### src/rtl/pipe_stage_reg.sv
// Generic pipeline register: DEPTH chained stages of {valid, data, ctrl}
// with stall, flush and a registered count of valid stages.
module pipe_stage_reg #(
    parameter int unsigned              DATA_W      = 32,
    parameter int unsigned              CTRL_W      = 8,
    parameter logic [CTRL_W-1:0]        CTRL_BUBBLE = '0,
    parameter int unsigned              DEPTH       = 1,
    localparam int unsigned             OCC_W       = $clog2(DEPTH + 1)
) (
    input  logic              clk,
    input  logic              rst,
    input  logic              stall,
    input  logic              flush,
    input  logic              in_valid,
    input  logic [DATA_W-1:0] in_data,
    input  logic [CTRL_W-1:0] in_ctrl,
    output logic              out_valid,
    output logic [DATA_W-1:0] out_data,
    output logic [CTRL_W-1:0] out_ctrl,
    output logic [OCC_W-1:0]  occupancy
);

    if (DEPTH < 1 || DEPTH > 8) begin : g_depth_chk
        $error("pipe_stage_reg: DEPTH must be in 1..8");
    end

    logic [DEPTH-1:0]  valid_q, valid_d;
    logic [DATA_W-1:0] data_q [DEPTH];
    logic [DATA_W-1:0] data_d [DEPTH];
    logic [CTRL_W-1:0] ctrl_q [DEPTH];
    logic [CTRL_W-1:0] ctrl_d [DEPTH];
    logic [OCC_W-1:0]  occ_q, occ_d;

    always_comb begin
        valid_d = valid_q;
        data_d  = data_q;
        ctrl_d  = ctrl_q;
        occ_d   = '0;
        if (flush) begin
            // Data is left in place; only valid and ctrl are squashed.
            valid_d = '0;
            for (int i = 0; i < int'(DEPTH); i++) begin
                ctrl_d[i] = CTRL_BUBBLE;
            end
        end else if (!stall) begin
            valid_d[0] = in_valid;
            data_d[0]  = in_data;
            ctrl_d[0]  = in_valid ? in_ctrl : CTRL_BUBBLE;
            for (int i = 1; i < int'(DEPTH); i++) begin
                valid_d[i] = valid_q[i-1];
                data_d[i]  = data_q[i-1];
                ctrl_d[i]  = ctrl_q[i-1];
            end
        end
        for (int i = 0; i < int'(DEPTH); i++) begin
            occ_d = occ_d + OCC_W'(valid_d[i]);
        end
    end

    always_ff @(posedge clk) begin
        if (rst) begin
            valid_q <= '0;
            occ_q   <= '0;
            for (int i = 0; i < int'(DEPTH); i++) begin
                data_q[i] <= '0;
                ctrl_q[i] <= CTRL_BUBBLE;
            end
        end else begin
            valid_q <= valid_d;
            occ_q   <= occ_d;
            data_q  <= data_d;
            ctrl_q  <= ctrl_d;
        end
    end

    assign out_valid = valid_q[DEPTH-1];
    assign out_data  = data_q[DEPTH-1];
    assign out_ctrl  = ctrl_q[DEPTH-1];
    assign occupancy = occ_q;

endmodule
### config.mk
export PLATFORM = sky130hd
export DESIGN_NAME = pipe_stage_reg
export DESIGN_NICKNAME = d
export VERILOG_FILES = /design/src/rtl/pipe_stage_reg.sv
export SDC_FILE = /design/constraint.sdc
export NUM_CORES = 1
export LEC_CHECK = 0
export BUFFER_PORTS_ARGS = -buffer_cell sky130_fd_sc_hd__buf_2
export CORE_ASPECT_RATIO = 1.75
export CORE_MARGIN = 2
export CORE_UTILIZATION = 48
export DETAILED_ROUTE_END_ITERATION = 7
export PLACE_DENSITY = 0.95
export SLEW_MARGIN = 20
export SYNTH_ARGS = -nofsm -noshare
export SYNTH_HDL_FRONTEND = slang
export SYNTH_SLANG_ARGS = --single-unit
export TNS_END_PERCENT = 20
### constraint.sdc
create_clock -name clk -period 1.4 [get_ports clk]
set_input_delay 0.14 -clock clk [delete_from_list [all_inputs] [get_ports clk]]
set_output_delay 0.14 -clock clk [all_outputs]
set_load 0.005 [all_outputs]
Word-level counts from Yosys, hierarchy flattened
Index checks and enable logic that the tools add are counted.
{ "word_totals": {"regBits": 41, "latch_bits": 0, "ramBits": 0, "mem_bits_ro": 0, "inputBits": 45, "word_cells": 8, "n_memories": 0} }
{ "classes": {"n_addsub": 0, "mul": 0, "n_div": 0, "magnitude_cmp": 0, "n_eq_ne": 0, "shift": 0, "n_mux": 1, "n_bitwise": 2, "reduce_logical": 2} }
{ "op_table": {"columns": ["op", "count"], "rows": [
  ["two-way mux 8 bit", 1],
  ["NOT 1 bit", 2],
  ["AND reduction 2 bit", 1],
  ["OR reduction 2 bit", 1]
]} }

Logic depth before layout (Yosys ltp)
Gate-level depths: netlist of run 1.
{ "depth": {"ltp_word": 2, "depth_mapped": 5, "mapped_depth_nobuf": 2} }

Worst setup path after synthesis of run 1
OpenSTA, ideal clock, no wires.
{ "synth_timing": {"path_type": "input port to flip-flop", "from": "input port stall", "to": "register data_q (netlist bit out_data[0])", "setup_ps": 70, "arrival_time_ps": 831, "t_required_ps": 1330, "path_slack_ps": 499, "cell_stages": 4, "cell_sequence": "buf_6 buf_6 or3b_1 a21oi_1"} }
{ "synth_via": {"elab_chain_cells": 2} }
{ "synth_lines": {"columns": ["element", "line", "rtl"], "rows": [
  ["start, declared", "12", "input logic stall,"],
  ["NOT 1 bit (no line)", null, null],
  ["AND reduction 2 bit (no line)", null, null],
  ["end signal, assigned", "71", "data_q <= data_d;"],
  ["end, declared", "28", "logic [DATA_W-1:0] data_q [DEPTH];"]
]} }
No other way between the ends.
A chain may end at the register's enable or synchronous reset.

Final worst setup path of run 1
{ "layout_timing": {"from": "register occ_q (netlist: occupancy)", "to": "output port occupancy"} }
{ "layout_rtl": {"columns": ["element", "line", "rtl"], "rows": [
  ["start, declared", "32", "logic [OCC_W-1:0] occ_q, occ_d;"],
  ["start signal, assigned", "63", "occ_q <= '0;"],
  ["start signal, assigned", "70", "occ_q <= occ_d;"],
  ["end, declared", "20", "output logic [OCC_W-1:0] occupancy"]
]} }
No word-level cell between the ends.

==> results of run 1 <==
## final cells by class
type / count / area (µm²)
timing repair buffer: 90 / 473
sequential: 41 / 821
clock buffer: 7 / 86.3
tap: 45 / 56.3
multi-input combinational: 123 / 751
fill: 301 / 1210
## per-layer routing
layer | vias up | share of wire [%] | track usage [%]
met4 | 0 | 2.5 | 10.4
met2 | 49 | 55 | 33.5
met1 | 679 | 38 | 18.6
li1 | 812 | - | -
met5 | - | 0 | 0
met3 | 8 | 4.5 | 3.96
## cell families (layout without fill, tap and decap cells)
kind of cell           Yosys count  count (layout)  share of synthesized area, %
flip-flops                      41              41                          47.7
buffers and inverters           23              97                          8.59
AO/OA/AOI/OAI                   72              72                          21.0
AND/OR/NAND/NOR                 50              50                          22.1
multiplexers                     1               1                         0.582
## power by group through the flow
stage	clock network (mW)	logic, mW	registers [mW]
3_3_place_gp	0	0.270	1.26
4_1_cts	0.774	0.278	1.23
5_1_grt	0.830	0.308	1.24
3_5_place_dp	0	0.278	1.26
2_1_floorplan	0	0.163	1.27
6_report	0.747	0.276	1.23
## final timing paths
check / start / endpoint / slack, ps
worst max-delay path: occupancy / occupancy / 500
worst min-delay path: in_ctrl[4] / out_ctrl[4] / 120
worst max register to register: occupancy / occupancy / 770
worst min register to register: out_ctrl[3] / out_ctrl[3] / 460
## synth_stat cells
cell type,number,area (µm²)
sky130_fd_sc_hd__o21ai_0,14,70.1
sky130_fd_sc_hd__or2_0,1,6.26
sky130_fd_sc_hd__dfxtp_1,41,821
sky130_fd_sc_hd__buf_1,1,3.75
sky130_fd_sc_hd__nand3b_1,8,60.1
sky130_fd_sc_hd__buf_2,1,5.00
sky130_fd_sc_hd__or3b_1,32,280
sky130_fd_sc_hd__nand2_1,8,30.0
sky130_fd_sc_hd__clkbuf_1,12,45.0
sky130_fd_sc_hd__a21oi_1,40,200
sky130_fd_sc_hd__mux2i_1,1,10.0
sky130_fd_sc_hd__buf_6,7,78.8
sky130_fd_sc_hd__nor2_1,1,3.75
sky130_fd_sc_hd__o21ai_1,18,90.1
sky130_fd_sc_hd__buf_4,2,15.0
## metrics by stage
step	area [µm²]	util [%]	hold slack, ps	setup slack [ps]
3_3_place_gp	2100	61.8	416	355
2_1_floorplan	1720	-	304	499
6_report	2190	64.4	121	503
3_5_place_dp	2100	61.8	419	292
4_1_cts	2190	64.4	119	485
5_1_grt	2190	64.4	115	459
## flip-flops by register name, indices dropped and copies added, names as in the netlist
name,count
occupancy,1
out_data,32
out_ctrl,8
==> flow_summary.json, run 1 <==
{
  "status": "completed",
  "cts_inserted_buffers": 5,
  "p_per_area_nw_per_um2": 1030,
  "required_ps": 1260,
  "rr_worst_depth": 2,
  "share_of_synthesized_area_occupied_by_flip_flops_and_latches_pct": 47.7,
  "clock_sink_count": 41,
  "ctsLongestPathBuffers": 2,
  "portBuffers": 86,
  "post-route-min-period_ps": 897,
  "floorplan.rows": 28,
  "critical_path.max_stage_delay_ps": 360,
  "worstSetupStartpointType": "flop",
  "cts_resized": 0,
  "power.share.clock_pct": 33.1,
  "drcViolationCount": 0,
  "worst_max_slew_margin_expressed_relative_to_the_limit_pct": 66.7,
  "grt_max_degree": 82,
  "clk-insertion-delay-late_ps": 280,
  "ctsHoldBuffers": 0,
  "layout_common_cells": "sky130_fd_sc_hd__buf_2 (86), sky130_fd_sc_hd__dfxtp_1 (41), sky130_fd_sc_hd__a21oi_1 (40)",
  "sw_frac_of_total_pct": 22.7,
  "synthToLayoutAreaGrowth_pct": 27.2,
  "setup_tns_ps": 0,
  "netlist_instances": 187,
  "cts_tree": "done",
  "initialDrtViolationCount": 24,
  "share_seq_of_total_power_pct": 54.7,
  "maxClockFrequency_mhz": 1110,
  "number_of_antenna_violations_at_the_first_check_in_global_routing": 0,
  "critPathCaptureType": "primary output",
  "ioPinCount": 87,
  "yosys.cell_types.count": 15,
  "library_cell_used_as_clock_root_buffer": "sky130_fd_sc_hd__clkbuf_8",
  "worst-endpoint-arrival_ps": 760,
  "routed_via_density": 5.06,
  "layout-drive-gt1-share_pct": 36.8,
  "nets": 306,
  "grt_setup_unrepaired": "false",
  "critical_path_buf_inv_count": 1,
  "power.net_switching_mw": 0.512,
  "global_route_wire_length_before_repair_um": 5970,
  "worst_slew_pin_slew_ps": 499,
  "die-height_um": 83.2,
  "finalCritPeriodShare_pct": 64.1,
  "report.final.hold_viol_count": 0,
  "synth.net_count": 232,
  "drt_pre_antenna_iters": 4,
  "synth.avg_cell_area_um2": 9.19,
  "hp-class": "in2reg",
  "die-area_um2": 4100,
  "grt_util_all_layers_pct": 18.4,
  "routabilityCongestion": 0.750,
  "antenna_cells": 0,
  "maxSlewViolCount": 0,
  "place_hpwl_um": 2550,
  "numPlacedInstances": 299,
  "layout_commonest_cell": "sky130_fd_sc_hd__buf_2",
  "core_box_area_um2": 3400,
  "grt_pass1_vias": 1428,
  "synthesis_stage_register_bit_count": 41,
  "total_leakage_power_nw": 0.976,
  "whs_path_depth": 3,
  "ant_nets": 0,
  "cts_setup_buffers": 0,
  "cp_top_family": "flip-flops",
  "grt_remaining_overflow": 0,
  "power.share.combinational_pct": 12.2,
  "final_standard_cell_count_with_taps_included_and_fillers_excluded": 306,
  "cp.depth": 1,
  "drv_cap": 0,
  "clkTransAtPathRegs_ps": 70,
  "detailroute.via_count": 1548,
  "finalWirelength_um": 3670,
  "cts_max_level": 2,
  "setup_violations": 0,
  "critical-path-slowest-cell": "sky130_fd_sc_hd__dfxtp_1",
  "yosys_warnings": 0,
  "avgRoutedWirePerCell_um": 12.0,
  "worstPathMaxFanout": 3,
  "crit_type": "reg2out",
  "timing.clock.skew_ps": 0,
  "initial_core_util_pct": 50.6,
  "worst_ir_drop_vdd_mv": 0.637,
  "netlist_area_um2": 1720,
  "dieWidth_um": 49.2,
  "timing.critical_path.cells": "buf_2",
  "power_report.internal_total_mw": 1.74,
  "total_power_mw": 2.26
}
Note: power is estimated with default switching activity, not from simulation.
==> inputs of run 2 (changes only) <==
Settings changed: CORE_UTILIZATION 48 to 40, PLACE_DENSITY 0.95 to 0.86.
Clock period 1.4 ns to 0.8 ns, I/O delays scaled along.
==> run 2 against run 1 <==
- clock skew did not move
- hold slack worse by 68 ps
- highest routed layer unchanged
- register-to-register slack got worse by 610 ps
- clock power increased by 94%
- non-clock buffer count rose by 5
- the flow now finishes with violations (negative setup slack)
- final cell count is 3.3% higher
- die area is 19% higher
- critical path type unchanged
- first-iteration DRC count decreased by 4.2%
==> flow_summary.json, run 2 (synthesis gave the netlist of run 1 again) <==
{
  "final.setup.worst_slack_ps": -11.2,
  "global_route_wire_length_before_repair_um": 6040,
  "cts_max_level": 2,
  "portBuffers": 86,
  "grt_util_all_layers_pct": 16.3,
  "die-height_um": 90.7,
  "worst_slew_pin_slew_ps": 333,
  "layout_common_cells": "sky130_fd_sc_hd__buf_2 (75), sky130_fd_sc_hd__dfxtp_2 (41), sky130_fd_sc_hd__a21oi_1 (40)",
  "avgRoutedWirePerCell_um": 12.0,
  "cts_inserted_buffers": 5,
  "worstSetupStartpointType": "flop",
  "layout_commonest_cell": "sky130_fd_sc_hd__buf_2",
  "layout-drive-gt1-share_pct": 53.9,
  "critPathCaptureType": "primary output",
  "critical_path_buf_inv_count": 1,
  "setup_violations": 14,
  "ctsLongestPathBuffers": 2,
  "total_leakage_power_nw": 1.05,
  "ioPinCount": 87,
  "place_hpwl_um": 2730,
  "dieWidth_um": 53.6,
  "drv_cap": 0,
  "antenna_cells": 0,
  "hp-class": "in2reg",
  "finalCritPeriodShare_pct": 101,
  "routed_via_density": 4.97,
  "cell_area_after_placement_um2": 2170,
  "largest_register_ffs": 32,
  "floorplan.rows": 31,
  "post-route-min-period_ps": 811,
  "grt_pass1_vias": 1466,
  "filler_cell_count": 400,
  "grt_setup_unrepaired": "true",
  "setup_tns_ps": -75.5,
  "worstPathMaxFanout": 3,
  "p_per_area_nw_per_um2": 1750,
  "worst-endpoint-arrival_ps": 730,
  "routabilityCongestion": 0.798,
  "core_box_area_um2": 4150,
  "synthToLayoutAreaGrowth_pct": 39.0,
  "worst_ir_drop_vdd_mv": 1.26,
  "clkTransAtPathRegs_ps": 70,
  "failed_checks": "negative setup slack",
  "worst_max_slew_margin_expressed_relative_to_the_limit_pct": 77.8,
  "worst_hold_slack_ps": 53.3,
  "clock_sink_count": 41,
  "die-area_um2": 4860,
  "cts_setup_buffers": 0,
  "drcViolationCount": 0,
  "finish.utilization_pct": 57.6,
  "timing.critical_path.cells": "buf_2",
  "critical_path.max_stage_delay_ps": 330,
  "required_ps": 720,
  "finalWirelength_um": 3800,
  "grt_max_degree": 45,
  "number_of_antenna_violations_at_the_first_check_in_global_routing": 0,
  "nets": 311,
  "seqCellArea_um2": 872,
  "highest-signal-layer": "met4",
  "maxSlewViolCount": 0,
  "critical-path-slowest-cell": "sky130_fd_sc_hd__dfxtp_2",
  "cts_tree": "done",
  "crit_type": "reg2out",
  "clk-insertion-delay-late_ps": 280,
  "detailroute.via_count": 1569,
  "library_cell_used_as_clock_root_buffer": "sky130_fd_sc_hd__clkbuf_8",
  "cp_top_family": "flip-flops",
  "timing.clock.skew_ps": 0,
  "drt_pre_antenna_iters": 4,
  "grt_remaining_overflow": 0,
  "report.final.hold_viol_count": 0,
  "initialDrtViolationCount": 23,
  "stdcell_area_um2": 2390,
  "routedLengthMet1_um": 1430,
  "route.met3.wl_um": 241,
  "ant_nets": 0,
  "initial_core_util_pct": 41.4,
  "maxClockFrequency_mhz": 1230,
  "multi_input_combinational_cell_area_um2": 751,
  "route.met2.wl_um": 2050,
  "status": "finished with violations"
}
[run 2: tightest hold or removal path, stage by stage]
cell and delay, ps:
sky130_fd_sc_hd__buf_2 90, sky130_fd_sc_hd__nand3b_1 70, sky130_fd_sc_hd__a21oi_1 60
[run 2: path summary, 6_finish.rpt]
| path | startpoint | end | slack (ps) | cells after the start |
|---|---|---|---|---|
| worst min-delay path | in_ctrl[5] | out_ctrl[5] | 50 | 3 |
| worst min register to register | out_ctrl[5] | out_ctrl[5] | 460 | 2 |
| worst max-delay path | occupancy | occupancy | -10 | 1 |
| worst max register to register | out_data[9] | out_data[9] | 160 | 2 |
[run 2: report_power, final]
group | leakage [nW] | internal [mW] | switching (mW)
logic | 0.639 | 0.298 | 0.243
registers | 0.352 | 2.14 | 0.0412
clock network | 0.0542 | 0.780 | 0.674
total | 1.05 | 3.22 | 0.958
[run 2: cell type report]
cell class / count / area share, %
Clock buffer: 7 / 4.03
Tap cell: 49 / 2.57
Sequential cell: 41 / 36.5
Timing Repair Buffer: 95 / 25.3
Multi-Input combinational cell: 123 / 31.4
Clock inverter: 1 / 0.209
[run 2: timing repair]
item / in CTS / in global routing
endpoints found under the setup margin: 42 / 42
cloned: 0 / 0
hold buffers: 0 / 0
resized for setup: 43 / 9
[run 2: routing by layer]
| layer | vias up | track usage, % |
|---|---|---|
| li1 | 821 | - |
| met1 | 694 | 16.1 |
| met2 | 48 | 28.7 |
| met3 | 6 | 4.64 |
| met4 | 0 | 8.97 |
| met5 | - | 0 |
[run 2: metrics by stage]
step                      worst slack [ps]  std cells  power [mW]
final                                -11.2        316        4.17
after global routing                 -56.1        316        4.41
after CTS                            -27.2        316        4.24
after detailed placement              -164        308        2.73
after global placement                -132        308        2.72
after floorplan                      -41.3        187        2.50
==> inputs of run 3 (changes only) <==
Settings changed: CORE_UTILIZATION 40 to 48, PLACE_DENSITY 0.86 to 0.95.
Clock period 0.8 ns to 1.01 ns, I/O delays scaled along.
==> run 3 against run 2 <==
- the flow now finishes without violations
- sequential share of layout area is essentially flat
- flip-flop and latch count unchanged
- wire length shrank 0.37%
- largest cell class unchanged
- highest routed layer unchanged
==> flow_summary.json, run 3 (synthesis gave the netlist of run 1 again) <==
{
  "grt_max_degree": 44,
  "ctsHoldBuffers": 0,
  "floorplan.rows": 28,
  "finalWirelength_um": 3790,
  "initial_core_util_pct": 50.6,
  "critical_path_buf_inv_count": 1,
  "critPathCaptureType": "primary output",
  "timing.critical_path.cells": "buf_2",
  "cts_max_level": 2,
  "numPlacedInstances": 300,
  "layout_common_cells": "sky130_fd_sc_hd__buf_2 (86), sky130_fd_sc_hd__dfxtp_1 (41), sky130_fd_sc_hd__a21oi_1 (40)",
  "ctsLongestPathBuffers": 2,
  "grt_pass1_vias": 1479,
  "hp-class": "in2reg",
  "multi_input_combinational_cell_area_um2": 751,
  "worstSetupStartpointType": "flop",
  "nets": 307,
  "cts_resized": 0,
  "drcViolationCount": 0,
  "place_hpwl_um": 2640,
  "die-area_um2": 4100,
  "final_standard_cell_count_with_taps_included_and_fillers_excluded": 308,
  "core_box_area_um2": 3400,
  "dieWidth_um": 49.2,
  "crit_type": "reg2out",
  "library_cell_used_as_clock_root_buffer": "sky130_fd_sc_hd__clkbuf_8",
  "cts_inserted_buffers": 5,
  "worstPathMaxFanout": 2,
  "layout_commonest_cell": "sky130_fd_sc_hd__buf_2",
  "worst-endpoint-arrival_ps": 760,
  "worst_hold_slack_ps": 78.6,
  "p_per_area_nw_per_um2": 1450,
  "maxSlewViolCount": 0,
  "largest_register_ffs": 32,
  "synthToLayoutAreaGrowth_pct": 30.7,
  "avgRoutedWirePerCell_um": 12.3,
  "clkTransAtPathRegs_ps": 70,
  "cp_top_family": "flip-flops",
  "status": "completed",
  "grt_setup_unrepaired": "false",
  "maxClockFrequency_mhz": 1160,
  "grt_util_all_layers_pct": 19.0,
  "critical-path-slowest-cell": "sky130_fd_sc_hd__dfxtp_1",
  "total_leakage_power_nw": 1.00,
  "ant_nets": 0,
  "worst_max_slew_margin_expressed_relative_to_the_limit_pct": 69.7,
  "global_route_wire_length_before_repair_um": 6200,
  "detailroute.via_count": 1578,
  "worst_slew_pin_slew_ps": 455,
  "required_ps": 910,
  "die-height_um": 83.2,
  "seqCellArea_um2": 821,
  "portBuffers": 86,
  "layout-drive-gt1-share_pct": 37.6,
  "initialDrtViolationCount": 16,
  "clk-insertion-delay-late_ps": 290,
  "routed_via_density": 5.12,
  "timing.clock.skew_ps": 0,
  "worst_ir_drop_vdd_mv": 0.970,
  "report.final.hold_viol_count": 0,
  "filler_cell_count": 312,
  "setup_violations": 0,
  "antenna_cells": 0,
  "routabilityCongestion": 0.761,
  "number_of_antenna_violations_at_the_first_check_in_global_routing": 0,
  "post-route-min-period_ps": 860,
  "drt_pre_antenna_iters": 4,
  "ioPinCount": 87,
  "cts_tree": "done",
  "grt_remaining_overflow": 0,
  "finalCritPeriodShare_pct": 85.2,
  "cts_setup_buffers": 0,
  "critical_path.max_stage_delay_ps": 350,
  "clock_sink_count": 41,
  "drv_cap": 0
}
==> run 3: cell types whose count changed in the layout (fill, tap and decap cells not counted) <==
cell	change
sky130_fd_sc_hd__buf_12	+1
sky130_fd_sc_hd__buf_2	+11
sky130_fd_sc_hd__dfxtp_2	-41
sky130_fd_sc_hd__buf_6	-11
sky130_fd_sc_hd__dfxtp_1	+41
sky130_fd_sc_hd__buf_4	-5
==> run 3: area by class of cell <==
cell class / count / share of cell area, %
sequential: 41 / 36.5
clock buffer: 7 / 4.29
timing repair buffer: 91 / 23.1
clock inverter: 1 / 0.223
tap: 45 / 2.51
multi-input combinational: 123 / 33.4
==> run 3: metal layers <==
metal | wire length, µm | global-route usage (%)
met4 | 92 | 10.6
met2 | 2110 | 35.4
met3 | 204 | 3.78
met5 | 0 | 0
met1 | 1380 | 18.7
==> run 3: worst paths after layout <==
path                     from           to  slack, ps  cells past startpoint
setup / recovery  out_ctrl[5]  out_ctrl[5]        150                      1
hold / removal     in_ctrl[3]  out_ctrl[3]         80                      3
setup reg to reg    occupancy    occupancy        350                      2
hold reg to reg   out_ctrl[2]  out_ctrl[2]        460                      2
==> run 3: per-stage QoR <==
step	setup slack, ps	area (µm²)	utilization, %	setup TNS (ps)	total power, mW
floorplan	148	1720	-	0	1.98
global placement	15.8	2150	63.1	0	2.14
detailed placement	-45.2	2150	63.1	-63.9	2.16
CTS	137	2250	66.1	0	3.28
global route	109	2250	66.1	0	3.42
finish	150	2250	66.1	0	3.26
==> run 3: where the power goes <==
group	total, mW	switching [mW]	internal (mW)
logic	0.407	0.195	0.212
clock network	1.14	0.522	0.617
registers	1.71	0.0287	1.68
total	3.26	0.746	2.51
